**src/rtl/decoder_n_seq.sv**
```systemverilog
// decoder_n_seq: registered binary-to-one-hot decoder with valid/ready
// handshakes and a SCAN mode that strobes each line for DWELL cycles.
//
// Ports:
//   clk, rst_n       clock, async active-low reset
//   mode             0 = DIRECT decode, 1 = SCAN walk
//   en               DIRECT: gates acceptance; SCAN: freezes the walk
//   in_valid/ready   input handshake, in_code = binary code
//   out_valid/ready  output handshake, out = one-hot word
//   scan_idx         binary index of the active line
//   scan_wrap        one-cycle pulse when the SCAN index wraps to 0
module decoder_n_seq #(
   parameter int IN_W  = 2,
   parameter int DWELL = 4,
   parameter int CNT_W = 8
) (
   input  logic                  clk,
   input  logic                  rst_n,
   input  logic                  mode,
   input  logic                  en,
   input  logic                  in_valid,
   output logic                  in_ready,
   input  logic [IN_W-1:0]       in_code,
   output logic                  out_valid,
   input  logic                  out_ready,
   output logic [(1<<IN_W)-1:0]  out,
   output logic [IN_W-1:0]       scan_idx,
   output logic                  scan_wrap
);

   localparam int OUT_W = 1 << IN_W;

   localparam logic [OUT_W-1:0] ONE      = OUT_W'(1);
   localparam logic [CNT_W-1:0] CNT_LAST = CNT_W'(DWELL - 1);
   localparam logic [IN_W-1:0]  IDX_LAST = IN_W'(OUT_W - 1);

   typedef enum logic [1:0] {
      ST_DIRECT,
      ST_SCAN,
      ST_DRAIN
   } state_e;

   state_e            state_q, state_d;
   logic [OUT_W-1:0]  out_q, out_d;
   logic              ov_q, ov_d;
   logic [IN_W-1:0]   idx_q, idx_d;
   logic              wrap_q, wrap_d;
   logic [CNT_W-1:0]  cnt_q, cnt_d;
   logic [IN_W-1:0]   idx_inc;

   assign idx_inc = idx_q + IN_W'(1);

   // rst_n term keeps in_ready low while the block is held in reset.
   assign in_ready = rst_n & en & ~mode
                   & (state_q == ST_DIRECT)
                   & (~ov_q | out_ready);

   always_comb begin
      state_d = state_q;
      out_d   = out_q;
      ov_d    = ov_q;
      idx_d   = idx_q;
      cnt_d   = cnt_q;
      wrap_d  = 1'b0;

      unique case (state_q)
         ST_DIRECT: begin
            if (mode) begin
               if (ov_q) begin
                  state_d = ST_DRAIN;
                  // Word taken this very cycle: nothing left to hold.
                  if (out_ready) begin
                     ov_d  = 1'b0;
                     out_d = '0;
                  end
               end else begin
                  state_d = ST_SCAN;
                  idx_d   = '0;
                  out_d   = ONE;
                  ov_d    = 1'b1;
                  cnt_d   = '0;
               end
            end else if (in_valid && in_ready) begin
               out_d = ONE << in_code;
               idx_d = in_code;
               ov_d  = 1'b1;
            end else if (ov_q && out_ready) begin
               out_d = '0;
               ov_d  = 1'b0;
            end
         end

         ST_DRAIN: begin
            if (!mode) begin
               state_d = ST_DIRECT;
               if (ov_q && out_ready) begin
                  out_d = '0;
                  ov_d  = 1'b0;
               end
            end else if (!ov_q || out_ready) begin
               state_d = ST_SCAN;
               idx_d   = '0;
               out_d   = ONE;
               ov_d    = 1'b1;
               cnt_d   = '0;
            end
         end

         ST_SCAN: begin
            if (!mode) begin
               state_d = ST_DIRECT;
               out_d   = '0;
               ov_d    = 1'b0;
               cnt_d   = '0;
            end else if (en) begin
               if (cnt_q == CNT_LAST) begin
                  cnt_d  = '0;
                  idx_d  = idx_inc;
                  out_d  = ONE << idx_inc;
                  wrap_d = (idx_q == IDX_LAST);
               end else begin
                  cnt_d = cnt_q + CNT_W'(1);
               end
            end
         end

         default: begin
            state_d = ST_DIRECT;
            out_d   = '0;
            ov_d    = 1'b0;
            cnt_d   = '0;
         end
      endcase
   end

   always_ff @(posedge clk or negedge rst_n) begin
      if (!rst_n) begin
         state_q <= ST_DIRECT;
         out_q   <= '0;
         ov_q    <= 1'b0;
         idx_q   <= '0;
         wrap_q  <= 1'b0;
         cnt_q   <= '0;
      end else begin
         state_q <= state_d;
         out_q   <= out_d;
         ov_q    <= ov_d;
         idx_q   <= idx_d;
         wrap_q  <= wrap_d;
         cnt_q   <= cnt_d;
      end
   end

   assign out       = out_q;
   assign out_valid = ov_q;
   assign scan_idx  = idx_q;
   assign scan_wrap = wrap_q;

endmodule

```
**config.mk**
```make
export PLATFORM = sky130hd
export DESIGN_NAME = decoder_n_seq
export DESIGN_NICKNAME = d
export VERILOG_FILES = /design/src/rtl/decoder_n_seq.sv
export SDC_FILE = /design/constraint.sdc
export NUM_CORES = 1
export LEC_CHECK = 0
export ABC_CLOCK_PERIOD_IN_PS = 6800
export CAP_MARGIN = 20
export CORE_ASPECT_RATIO = 1.4
export CORE_UTILIZATION = 24
export CTS_CLUSTER_SIZE = 25
export DETAILED_ROUTE_END_ITERATION = 10
export HOLD_SLACK_MARGIN = 0.15
export PLACE_DENSITY = 0.39
export SLEW_MARGIN = 30
export SYNTH_ARGS = -nofsm -noshare
export SYNTH_HDL_FRONTEND = slang
export SYNTH_SLANG_ARGS = --single-unit
```
**constraint.sdc**
```tcl
create_clock -name clk -period 6.8 [get_ports clk]
set_clock_uncertainty 0.2 [all_clocks]
set_input_delay 1.36 -clock clk [delete_from_list [all_inputs] [get_ports clk]]
set_output_delay 1.36 -clock clk [all_outputs]
set_load 0.02 [all_outputs]
```
==> results.sh <==
export IMPL_cp_num_buf_inv=2
export IMPL_synth_cells=141
export IMPL_fin_tns_setup_ns=0
export IMPL_die_h_um=88.9
export IMPL_placed_area_mm2=0.00150
export IMPL_p_total_uw=529
export IMPL_power_density_mw_per_mm2=343
export IMPL_maxSlewHeadroom_pct=44.1
export IMPL_core_area_mm2=0.00520
export IMPL_multi_input_area_um2=769
export IMPL_layout_commonest_cell="dfrtp_1"
export IMPL_final_cell_mix="dfrtp_1 (18), clkdlybuf4s50_1 (16), nand2_1 (13)"
export IMPL_wire_per_inst_um=14.8
export IMPL_cts_tree="yes"
export IMPL_cts_sinks=18
export IMPL_antenna_found_initial=0
export IMPL_hold_violations=0
export IMPL_drt_iter0_markers=55
export IMPL_final_cell_count_no_fill=221
export IMPL_pin_count=17
export IMPL_crit_family="buffers and inverters"
export IMPL_routed_wl_um=3280
export IMPL_async_flop_share_pct=100
export IMPL_cp_slowest_cell="clkdlybuf4s50_1"
export IMPL_outcome="completed"
export IMPL_grt_pass1_vias=1173
export IMPL_dieArea_mm2=0.00569
export IMPL_worstSkewPairLatency_ns=0.25
export IMPL_hold_path_cell_count=1
export IMPL_critical_path_peak_fanout=16
export IMPL_end_kind="output port"
export IMPL_p_leak_nw=0.657
export IMPL_grtUsageTotal_pct=13.1
export IMPL_fin_area_mm2=0.00154
export IMPL_synth_top_flop_cell="dfrtp_1"
export IMPL_irDropWorstVdd_v=0.0000757
export IMPL_grt_overflow=0
export IMPL_cp_required_ns=5.24
export IMPL_area_growth_pct=19.1
export IMPL_cts_setup_buffers=0
export IMPL_rsz0062_at_grt="no"
export IMPL_cts_repair_resized=0
export IMPL_gp_congestion=0.780
export IMPL_fmax_ghz=0.211
export IMPL_synth_fp_nets=159
export IMPL_cpMostUsedCell="clkdlybuf4s50_1"
export IMPL_diodes=0
export IMPL_cp_cell_sequence="clkdlybuf4s50_1 > nand2b_4 > nor3_1 > clkdlybuf4s50_1"
export IMPL_cap_violations=0
export IMPL_drt_pre_antenna_iters=4
export IMPL_yosysWarnings=0
export IMPL_fin_crit_ns=4.73
export IMPL_portBuffers=16
export IMPL_synth_edf_count=0
export IMPL_dpl_cell_count=218
export IMPL_h_tree_depth=1
export IMPL_cp_start_kind="primary input"
export IMPL_dp_hpwl_um=2580
export IMPL_avgViaCountPerCell=5.00
export IMPL_fill_cells=583
export IMPL_crit_type="in2out"
export IMPL_start_util_pct=24.9
export IMPL_cts_buffers=3
export IMPL_worstMarginPinSlew_ns=0.839
export IMPL_finalNetCount=175
export IMPL_seq_area_frac_synth_pct=34.8
export IMPL_drc=0
export IMPL_grt_max_degree=21
export IMPL_hold_ws_ns=0.320
export IMPL_setup_viol=0
export IMPL_row_count=31
export IMPL_reg2reg_depth=6
export IMPL_hold_path_class="reg2reg"
export IMPL_clkSlewWorstSetupHoldPaths_ns=0.07
export IMPL_ys_ff_latch=18
export IMPL_cts_buffer_depth=2
export IMPL_vias=1106
export IMPL_ff_latch_area_um2=450
export IMPL_drive_gt1_share_pct=7.74
export IMPL_max_stage_delay_ns=0.70
export IMPL_grt_pass1_wl_um=5640
export IMPL_die_w_um=64.1
export IMPL_clockRootBuffer="clkbuf_8"
export IMPL_final_antenna_net_count=0
export IMPL_worstSetupPathDepth=4
export IMPL_arrival_ns=3.17
export IMPL_finalCritPeriodShare_pct=69.6
export IMPL_cts_hold_buf=0
export IMPL_post_synth_cell_area_avg_um2=9.18
export IMPL_synth_area_mm2=0.00129
export IMPL_synthDistinctLibCells=43
export IMPL_final_max_slew_viol_count=0
## cell type report
| cell class | count | share of cell area [%] |
|---|---|---|
| inverters | 8 | 1.95 |
| multi-input cells | 109 | 49.9 |
| flip-flops and latches | 18 | 29.2 |
| clock buffers | 3 | 2.68 |
| repair buffers | 17 | 10.9 |
| well taps | 66 | 5.36 |
## cell usage after synthesis (2+ instances only)
library cell / number / share of area, %
buf_6: 2 / 1.7
o21ai_0: 2 / 0.77
nand2_1: 13 / 3.8
inv_1: 8 / 2.3
nand3_1: 4 / 1.5
nor3_1: 4 / 1.5
o22ai_1: 2 / 0.97
a22o_1: 4 / 2.7
o21ai_1: 9 / 3.5
dfrtp_1: 18 / 35
o2bb2ai_1: 2 / 1.4
mux2i_1: 2 / 1.5
nand2b_1: 3 / 1.5
o31ai_1: 4 / 2.3
ha_1: 10 / 9.7
and3_1: 3 / 1.5
and2_1: 2 / 0.97
a32o_1: 2 / 1.5
nor2b_1: 3 / 1.5
a21oi_1: 9 / 3.5
nor2_1: 10 / 2.9
o32ai_1: 3 / 2.0
buf_2: 2 / 0.77
## per-layer routing
layer	track usage (%)	part of all wire, %	vias up
met5	0	0	-
met4	5.58	2.0	0
met3	2.32	4.3	4
met2	24.8	52	30
met1	14.1	42	531
li1	-	-	541
## power breakdown
group | internal (mW) | total, mW | switching [mW]
clock network | 0.0394 | 0.0769 | 0.0375
registers | 0.131 | 0.156 | 0.0256
logic | 0.125 | 0.296 | 0.171
total | 0.295 | 0.529 | 0.234
## worst paths after layout
kind / startpoint / to / slack, ns
worst max-delay path: mode / in_ready / 2.07
worst min-delay path: out[2] / out[2] / 0.32
worst max register to register: state_q[1] / cnt_q[3] / 4.16
worst min register to register: out[2] / out[2] / 0.32
max in group asynchronous: rst_n / out[1] / 4.93
min in group asynchronous: rst_n / scan_idx[1] / 1.24
## logic make-up after synthesis
group	after synthesis	synth area share [%]
muxes	3	2.71
adders and majority gates	10	9.67
AOI/OAI and AO/OA	45	25.6
DFF	18	34.8
buffers and inverters	14	5.71
and+or+nand+nor	51	21.5
## flip-flops by register name, summed over array words and instances (netlist names)
| signal | flops |
|---|---|
| out | 4 |
| scan_idx | 2 |
| state_q | 2 |
| cnt_q | 8 |
| out_valid | 1 |
| scan_wrap | 1 |
## through the flow
stage | util, % | setup slack (ns)
final | 29.7 | 2.07
after global routing | 29.7 | 1.96
after CTS | 29.7 | 2.04
after detailed placement | 28.9 | 2.04
after global placement | 28.9 | 2.04
after floorplan | - | 3.26
Note: power is estimated with default switching activity, not from simulation.
